==> src/rtl/si_fifo_peer.sv <==
// si endpoint for the host byte transport: RX FIFO feeding an si producer, and an
// si sink capturing write strobes into a show-ahead TX FIFO drained by the host.
//
// state     | meaning
// ----------+-----------------------------------------------------------
// P_IDLE    | nothing presented; pops RX head as soon as one is buffered
// P_PRESENT | rx_data_si/rx_rdy_si held until the consumer acks
// S_READY   | sink idle, tx_ack_si low
// S_ACK     | one-cycle acknowledge after an accepted strobe
// S_FULL    | TX FIFO full; tx_ack_si held high until a slot frees
module si_fifo_peer #(
    parameter int WIDTH      = 8,
    parameter int DEPTH_LOG2 = 4
) (
    input  logic             clk,
    input  logic             rst_n,
    input  logic [WIDTH-1:0] in_data,
    input  logic             in_valid,
    output logic             in_ready,
    output logic [WIDTH-1:0] rx_data_si,
    output logic             rx_rdy_si,
    input  logic             rx_ack_si,
    input  logic [WIDTH-1:0] tx_data_si,
    input  logic             tx_rdy_si,
    output logic             tx_ack_si,
    output logic [WIDTH-1:0] out_data,
    output logic             out_valid,
    input  logic             out_ready,
    output logic             tx_overflow
);

    localparam int DEPTH = 1 << DEPTH_LOG2;
    localparam logic [DEPTH_LOG2:0]   FULL_CNT = {1'b1, {DEPTH_LOG2{1'b0}}};
    localparam logic [DEPTH_LOG2:0]   CNT_ONE  = {{DEPTH_LOG2{1'b0}}, 1'b1};
    localparam logic [DEPTH_LOG2-1:0] PTR_ONE  = {{(DEPTH_LOG2-1){1'b0}}, 1'b1};

    typedef enum logic {P_IDLE, P_PRESENT} p_state_t;
    typedef enum logic [1:0] {S_READY, S_ACK, S_FULL} s_state_t;

    // ---------------- RX path ----------------
    logic [WIDTH-1:0]      rx_mem_q [DEPTH];
    logic [DEPTH_LOG2-1:0] rx_wr_ptr_q, rx_wr_ptr_d;
    logic [DEPTH_LOG2-1:0] rx_rd_ptr_q, rx_rd_ptr_d;
    logic [DEPTH_LOG2:0]   rx_cnt_q, rx_cnt_d;
    logic                  rx_wr, rx_pop;

    p_state_t              p_state_q, p_state_d;
    logic [WIDTH-1:0]      rx_data_q, rx_data_d;
    logic                  rx_rdy_q, rx_rdy_d;

    assign in_ready   = (rx_cnt_q != FULL_CNT);
    assign rx_wr      = in_valid && in_ready;
    assign rx_data_si = rx_data_q;
    assign rx_rdy_si  = rx_rdy_q;

    always_comb begin
        p_state_d = p_state_q;
        rx_data_d = rx_data_q;
        rx_rdy_d  = rx_rdy_q;
        rx_pop    = 1'b0;
        case (p_state_q)
            P_IDLE: begin
                if (rx_cnt_q != '0) begin
                    rx_pop    = 1'b1;
                    rx_data_d = rx_mem_q[rx_rd_ptr_q];
                    rx_rdy_d  = 1'b1;
                    p_state_d = P_PRESENT;
                end
            end
            P_PRESENT: begin
                if (rx_ack_si) begin
                    rx_rdy_d  = 1'b0;
                    p_state_d = P_IDLE;
                end
            end
            default: begin
                rx_rdy_d  = 1'b0;
                p_state_d = P_IDLE;
            end
        endcase
    end

    always_comb begin
        rx_wr_ptr_d = rx_wr ? rx_wr_ptr_q + PTR_ONE : rx_wr_ptr_q;
        rx_rd_ptr_d = rx_pop ? rx_rd_ptr_q + PTR_ONE : rx_rd_ptr_q;
        rx_cnt_d    = rx_cnt_q;
        if (rx_wr && !rx_pop) begin
            rx_cnt_d = rx_cnt_q + CNT_ONE;
        end else if (!rx_wr && rx_pop) begin
            rx_cnt_d = rx_cnt_q - CNT_ONE;
        end
    end

    always_ff @(posedge clk) begin
        if (rx_wr) begin
            rx_mem_q[rx_wr_ptr_q] <= in_data;
        end
    end

    always_ff @(posedge clk or negedge rst_n) begin
        if (!rst_n) begin
            rx_wr_ptr_q <= '0;
            rx_rd_ptr_q <= '0;
            rx_cnt_q    <= '0;
            p_state_q   <= P_IDLE;
            rx_data_q   <= '0;
            rx_rdy_q    <= 1'b0;
        end else begin
            rx_wr_ptr_q <= rx_wr_ptr_d;
            rx_rd_ptr_q <= rx_rd_ptr_d;
            rx_cnt_q    <= rx_cnt_d;
            p_state_q   <= p_state_d;
            rx_data_q   <= rx_data_d;
            rx_rdy_q    <= rx_rdy_d;
        end
    end

    // ---------------- TX path ----------------
    logic [WIDTH-1:0]      tx_mem_q [DEPTH];
    logic [DEPTH_LOG2-1:0] tx_wr_ptr_q, tx_wr_ptr_d;
    logic [DEPTH_LOG2-1:0] tx_rd_ptr_q, tx_rd_ptr_d;
    logic [DEPTH_LOG2:0]   tx_cnt_q, tx_cnt_d;
    logic                  tx_full, tx_accept, tx_pop;

    s_state_t              s_state_q, s_state_d;
    logic                  tx_ack_q, tx_ack_d;
    logic                  tx_ovf_q, tx_ovf_d;

    // Full is taken from the pre-edge count, so a same-edge pop never rescues a strobe.
    assign tx_full     = (tx_cnt_q == FULL_CNT);
    assign tx_accept   = tx_rdy_si && !tx_full;
    assign out_valid   = (tx_cnt_q != '0);
    assign tx_pop      = out_valid && out_ready;
    assign out_data    = tx_mem_q[tx_rd_ptr_q];
    assign tx_ack_si   = tx_ack_q;
    assign tx_overflow = tx_ovf_q;

    always_comb begin
        tx_wr_ptr_d = tx_accept ? tx_wr_ptr_q + PTR_ONE : tx_wr_ptr_q;
        tx_rd_ptr_d = tx_pop ? tx_rd_ptr_q + PTR_ONE : tx_rd_ptr_q;
        tx_cnt_d    = tx_cnt_q;
        if (tx_accept && !tx_pop) begin
            tx_cnt_d = tx_cnt_q + CNT_ONE;
        end else if (!tx_accept && tx_pop) begin
            tx_cnt_d = tx_cnt_q - CNT_ONE;
        end
    end

    always_comb begin
        s_state_d = s_state_q;
        if (tx_accept) begin
            s_state_d = (tx_cnt_d == FULL_CNT) ? S_FULL : S_ACK;
        end else begin
            case (s_state_q)
                S_ACK:   s_state_d = (tx_cnt_d == FULL_CNT) ? S_FULL : S_READY;
                S_FULL:  s_state_d = (tx_cnt_d == FULL_CNT) ? S_FULL : S_READY;
                default: s_state_d = S_READY;
            endcase
        end
        tx_ack_d = (s_state_d != S_READY);
        tx_ovf_d = tx_ovf_q || (tx_rdy_si && tx_full);
    end

    always_ff @(posedge clk) begin
        if (tx_accept) begin
            tx_mem_q[tx_wr_ptr_q] <= tx_data_si;
        end
    end

    always_ff @(posedge clk or negedge rst_n) begin
        if (!rst_n) begin
            tx_wr_ptr_q <= '0;
            tx_rd_ptr_q <= '0;
            tx_cnt_q    <= '0;
            s_state_q   <= S_READY;
            tx_ack_q    <= 1'b0;
            tx_ovf_q    <= 1'b0;
        end else begin
            tx_wr_ptr_q <= tx_wr_ptr_d;
            tx_rd_ptr_q <= tx_rd_ptr_d;
            tx_cnt_q    <= tx_cnt_d;
            s_state_q   <= s_state_d;
            tx_ack_q    <= tx_ack_d;
            tx_ovf_q    <= tx_ovf_d;
        end
    end

endmodule

==> config.mk <==
export PLATFORM = sky130hd
export DESIGN_NAME = si_fifo_peer
export DESIGN_NICKNAME = d
export VERILOG_FILES = /design/src/rtl/si_fifo_peer.sv
export SDC_FILE = /design/constraint.sdc
export NUM_CORES = 1
export LEC_CHECK = 0
export BUFFER_PORTS_ARGS = -buffer_cell sky130_fd_sc_hd__buf_2
export CAP_MARGIN = 10
export CORE_UTILIZATION = 60
export CTS_BUF_LIST = sky130_fd_sc_hd__clkbuf_16
export DETAILED_ROUTE_END_ITERATION = 10
export GPL_TIMING_DRIVEN = 0
export HOLD_SLACK_MARGIN = 0.02
export PLACE_DENSITY = 0.75
export SETUP_SLACK_MARGIN = 0.02
export SLEW_MARGIN = 10
export SYNTH_ARGS = -nofsm -noshare
export SYNTH_HDL_FRONTEND = slang
export SYNTH_SLANG_ARGS = --single-unit
==> constraint.sdc <==
create_clock -name clk -period 7.1 [get_ports clk]
set_input_delay 0.71 -clock clk [delete_from_list [all_inputs] [get_ports clk]]
set_output_delay 0.71 -clock clk [all_outputs]
set_load 0.1 [all_outputs]
### Word level (Yosys, flattened, before mapping)

Memory sizes are Yosys's and may differ from the RTL's. A register that Yosys moved wholly into a read port is not among the register bits.
Cells that the tools add are included.

| storage, ports and cells | value |
|---|---|
| bits in registers | 32 |
| RAM bits | 256 |
| input bits | 22 |
| output and inout bits | 21 |
| memories | 2 |

Memory list:

| name | depth | width | rd ports | clocked after memory_dff | wr ports | RTL line | text |
|---|---|---|---|---|---|---|---|
| rx_mem_q | 16 | 8 | 1 | 1 | 1 | 41 | `logic [WIDTH-1:0] rx_mem_q [DEPTH];` |
| tx_mem_q | 16 | 8 | 1 | 0 | 1 | 119 | `logic [WIDTH-1:0] tx_mem_q [DEPTH];` |

| cells by class | value |
|---|---|
| $add $sub $neg | 8 |
| equal/unequal tests | 7 |
| multiplexer cells | 19 |
| bitwise logic cells | 1 |
| reduce and logical (&&, ||, !) cells | 22 |

Operators with widths:

| operator | count |
|---|---|
| two-way mux 5 bit | 4 |
| adder 4 x 1 -> 4 bit (second input constant) | 4 |
| adder 5 x 1 -> 5 bit (second input constant) | 2 |
| equality test 5 bit (second input constant) | 2 |
| nonzero test 5 bit | 2 |
| subtractor 5 x 1 -> 5 bit (second input constant) | 2 |
| two-way mux 1 bit | 9 |
| logical AND 1 bit | 8 |
| two-way mux 2 bit | 4 |
| zero test 1 bit | 6 |
| != test 5 bit (second input constant) | 1 |
| != test 2 bit (second input constant) | 2 |
| one-hot mux 1 bit (2 select lines) | 2 |
| AND reduction 2 bit | 2 |
| nonzero test 2 bit | 2 |
| equality test 2 x 1 -> 1 bit (second input constant) | 1 |
| equality test 2 bit (second input constant) | 1 |
| OR reduction 2 bit | 1 |
| logical OR 1 bit | 1 |
| inverter 1 bit | 1 |

### Depth between registers and ports, before layout

| logic depth | value |
|---|---|
| depth in word-level cells | 12 |
| mapped depth | 13 |

### Worst setup path before layout

No wires, ideal clock.

| timing path | value |
|---|---|
| kind | flip-flop to flip-flop |
| from | register rx_cnt_q[0] |
| to | register rx_cnt_q[4] |
| library setup time | 125 ps |
| data arrival time | 3201 ps |
| data required time | 6975 ps |
| slack | 3774 ps |
| cell stages (with the launch flop) | 13 |
| path buffers | 1 |
| clock period less this slack | 3326 ps |
| path through | dfrtp_1 -> nor4_1 -> nand2_1 -> and2_1 -> clkbuf_1 -> ha_1 -> inv_1 -> ha_1 -> a21o_1 -> a21oi_1 -> xnor2_1 -> nor2_1 -> xor2_1 |

RTL lines:

| what | RTL line | text |
|---|---|---|
| start, declared | 44 | `logic [DEPTH_LOG2:0] rx_cnt_q, rx_cnt_d;` |
| start signal, assigned | 111 | `rx_cnt_q <= rx_cnt_d;` |
| != test 5 bit (*) | 51 | `assign in_ready = (rx_cnt_q != FULL_CNT);` |
| via in_ready | 19 | `output logic in_ready,` |
| logical AND 1 bit (*) | 52 | `assign rx_wr = in_valid && in_ready;` |
| via rx_wr | 45 | `logic rx_wr, rx_pop;` |
| zero test 1 bit | 89 | `end else if (!rx_wr && rx_pop) begin` |
| logical AND 1 bit | 89 |  |
| nonzero test 2 bit (no source line) | - |  |

The timed path passes the listed nets; every way through them passes the cells marked *. The select of a mux whose other input is x is not followed.
A chain may end at the register's enable or synchronous reset.

### Worst setup path in the final report

| timing path | value |
|---|---|
| from | register tx_rd_ptr_q[0] |
| to | output port out_data[4] |

| between the ends | value |
|---|---|
| cells in the longest elaborated chain, start to end | 1 |

Ends and longest elaborated chain:

| what | RTL line | text |
|---|---|---|
| start, declared | 121 | `logic [DEPTH_LOG2-1:0] tx_rd_ptr_q, tx_rd_ptr_d;` |
| start signal, assigned | 180 | `tx_rd_ptr_q <= tx_rd_ptr_d;` |
| memory read (16 x 8 bit) | - |  |
| end, declared | 26 | `output logic [WIDTH-1:0] out_data,` |

Every way passes these cells.

==> results.tsv <==
stage	metric	value	unit
outcome	outcome	finished clean	
synth	yosys_register_bits	296	
power_and_ir_drop	peakVddDrop	400	uV
routing	routed_via_density	6.05	
job	cap_violations	0	
clock_tree	holdBufCountCts	0	
synth	synth.mux.area_fraction	17.0	%
sta	max_slew.worst_pin.slew	1.08	ns
die	die-area	20400	sq um
sta	achievable-frequency	265	MHz
synth	yosys.area_share.simple	3.31	%
synth	synth_nets	617	
global_route	grt_pass1_wl	34100	um
clock_tree	post_cts_buffers	0	
die	floorplan.die.height	143	um
synth	synth_top_family_by_area	multiplexers	
clock_tree	worst_setup_hold_path_clk_slew	0.06	ns
final_layout	layout-area-overhead-vs-synth	12.4	%
routing	drt.antenna.violating_nets	0	
global_route	grt_start_max_net_pins	41	
synth	synthesis.area_per_instance	20.6	sq um
sta	setup_total_negative_slack	0	ns
clock_tree	numCtsBuffers	29	
synth	syn-cell-area	11900	sq um
routing	maxUsedRoutingLayer	met4	
synth	post_synth_xor_area_fraction	1.62	%
routing	detailedRoute.firstIterationViolations	497	
clock_tree	max-clock-path-buffers	3	
final_layout	post_route_cells_drive_above_1_share	25.6	%
sta	period_needed	3.78	ns
critical_path	cp.arrival	3.07	ns
clock_tree	worst_skew_pair.late_latency	0.54	ns
critical_path	timing_worst_setup_path_type	reg -> out	
placed_design	io_buffer_count	41	
sta	setup-violations-final	0	
routing	drt-pass1-iter-count	5	
synth	async_flop_share	13.5	%
die	core-area	19500	sq um
placed_design	gp_congestion	0.874	
routing	detailroute.wirelength.met3	1150	um
synth	dominantRegCellSynth	sky130_fd_sc_hd__edfxtp_1	
critical_path	critical_path.startpoint_type	flip-flop	
placed_design	preCtsSetupSlack	3.84	ns
placed_design	post-dp-hpwl	14300	um
power_and_ir_drop	power_per_cell_area	443	nW/um^2
clock_tree	cts_sinks	296	
clock_tree	cts_repair_resize_count	0	
final_layout	diodes	0	
critical_path	cp_max_fo	10	
global_route	grt_remaining_overflow	0	
die	fp-row-count	51	
routing	wl_met1	9060	um
die	floorplan.die.width	143	um
die	ioPinCount	43	
critical_path	worst_setup_path_end_kind	output pin	
final_layout	layout.cells.most_common	sky130_fd_sc_hd__edfxtp_1	
hold_path	min-delay-path-class	in -> async	
routing	met2RoutedLength	11600	um
sta	slew-limit-headroom	27.8	%
synth	synth_cell_types	43	
synth	ys_warn_count	0	
power_and_ir_drop	p_leak	4.59	nW
sta	report.final.hold_viol_count	0	
synth	seq_area_frac_synth	72.8	%
global_route	number_of_global_route_vias_before_repair	5875	
sta	period_share	53.2	%
final_layout	final_nets	689	
synth	post_synth_fa_ha_maj_area_fraction	1.85	%
clock_tree	htreeDepth	1	
global_route	grtUsageTotal	23.0	%
synth	count_of_flip_flops_with_a_built_in_enable_after_synthesis	256	
routing	routed_wire_length_per_instance	23.8	um
global_route	grt_antenna_before_repair	0	
synth	synth-compound-area-share	1.64	%
sta	slew_violations	0	
sta	holdWs	0.356	ns
routing	detail_route.wirelength	22300	um
routing	routed-via-count	5666	
critical_path	required	6.39	ns
sta	setup_slack	3.32	ns
die	floorplan.initialDensity	61.3	%
clock_tree	clockRootBuffer	sky130_fd_sc_hd__clkbuf_16	
routing	remaining_drc_errors	0	
clock_tree	cts_tree	yes	
sta	rsz_0062_raised_after_global_routing	no	
synth	gate_count_after_technology_mapping	578	
sta	clock-skew-final	0.00762	ns
final_layout	layout_common_cells	256 x sky130_fd_sc_hd__edfxtp_1, 62 x sky130_fd_sc_hd__mux4_2, 47 x sky130_fd_sc_hd__buf_2	
-- metrics by stage --
step | total power, mW | util [%] | instances | cell area, sq um
2_1_floorplan | 4.07 | - | 578 | 11900
3_3_place_gp | 4.45 | 64.1 | 884 | 12500
3_5_place_dp | 4.52 | 64.3 | 884 | 12500
4_1_cts | 5.98 | 68.9 | 937 | 13400
5_1_grt | 6.17 | 68.9 | 937 | 13400
6_report | 5.94 | 68.9 | 937 | 13400
-- power by group --
part	switching (mW)	internal, mW
Clock	0.606	0.844
Sequential	0.104	2.15
Combinational	1.42	0.813
Total	2.13	3.81
-- registers in the layout (all words and copies together) (netlist names) --
signal       count
p_state_q        1
rx_cnt_q         5
rx_data_si       8
rx_mem_q       128
rx_rd_ptr_q      4
rx_rdy_si        1
rx_wr_ptr_q      4
s_state_q        2
tx_ack_si        1
tx_cnt_q         5
tx_mem_q       128
tx_overflow      1
tx_rd_ptr_q      4
tx_wr_ptr_q      4
-- cell usage after synthesis (2+ instances only) --
cell type	count	share of area (%)
sky130_fd_sc_hd__buf_2	6	0.25
sky130_fd_sc_hd__dfrtp_1	40	8.4
sky130_fd_sc_hd__inv_1	13	0.41
sky130_fd_sc_hd__nand2b_1	5	0.26
sky130_fd_sc_hd__mux2_4	6	0.76
sky130_fd_sc_hd__xnor2_1	18	1.3
sky130_fd_sc_hd__a21oi_1	3	0.13
sky130_fd_sc_hd__buf_1	6	0.19
sky130_fd_sc_hd__o21ai_0	6	0.25
sky130_fd_sc_hd__nor2_1	27	0.85
sky130_fd_sc_hd__buf_6	3	0.28
sky130_fd_sc_hd__o31a_1	2	0.15
sky130_fd_sc_hd__a211oi_1	3	0.19
sky130_fd_sc_hd__edfxtp_1	256	64
sky130_fd_sc_hd__nand2_1	21	0.66
sky130_fd_sc_hd__a21o_1	2	0.13
sky130_fd_sc_hd__nor4_1	2	0.10
sky130_fd_sc_hd__o211ai_1	4	0.25
sky130_fd_sc_hd__nand4_1	6	0.31
sky130_fd_sc_hd__mux2_2	5	0.47
sky130_fd_sc_hd__nor2b_1	2	0.10
sky130_fd_sc_hd__a31oi_1	2	0.10
sky130_fd_sc_hd__xor2_1	4	0.29
sky130_fd_sc_hd__nor3_1	10	0.42
sky130_fd_sc_hd__mux4_1	18	4.0
sky130_fd_sc_hd__ha_1	16	1.7
sky130_fd_sc_hd__clkbuf_1	15	0.47
sky130_fd_sc_hd__mux4_2	62	12
-- worst max-delay path, cell delays in order (launching register included) --
cell and delay [ns]:
sky130_fd_sc_hd__dfrtp_1 0.35, sky130_fd_sc_hd__clkbuf_1 0.35, sky130_fd_sc_hd__buf_2 0.44, sky130_fd_sc_hd__mux4_2 0.58, sky130_fd_sc_hd__mux4_2 0.49, sky130_fd_sc_hd__buf_2 0.31
-- per-layer routing --
| layer | track usage, % | vias to the layer above |
|---|---|---|
| met5 | 0 | - |
| met4 | 6.45 | 0 |
| met3 | 3.25 | 34 |
| met2 | 40.2 | 205 |
| met1 | 30.5 | 2938 |
| li1 | - | 2489 |
-- final timing paths --
path                                            startpoint                          to  slack, ns  depth (start not counted)
min in group clk                                 rx_ack_si         p_state_q$_DFF_PN0_       0.36                          2
worst min register to register       tx_overflow$_DFF_PN0_       tx_overflow$_DFF_PN0_       0.47                          1
worst min-delay path                                 rst_n       rx_rdy_si$_DFFE_PN0P_       0.36                          1
worst max register to register     rx_cnt_q[0]$_DFFE_PN0P_     rx_cnt_q[4]$_DFFE_PN0P_       3.93                         13
worst max-delay path            tx_rd_ptr_q[0]$_DFFE_PN0P_                 out_data[4]       3.32                          5
max in group asynchronous                            rst_n  tx_rd_ptr_q[3]$_DFFE_PN0P_       6.07                          1
-- layout make-up --
type                            count  area, sq um
Clock buffer                       29          726
Inverter                           13         48.8
Buffer                             31          163
Multi-Input combinational cell    238         3070
Fill cell                        1233         6050
Tap cell                          265          332
Timing Repair Buffer               41          205
Clock inverter                     24          178
Sequential cell                   296         8690
-- cells by family (layout without fill, tap and decap cells) --
group | Yosys count | after routing
flops | 296 | 296
mux | 92 | 92
simple gates | 79 | 79
buf+inv | 44 | 138
compound gates | 28 | 28
xor+xnor | 22 | 22
fa+ha+maj | 17 | 17
Note: power is estimated with default switching activity, not from simulation.
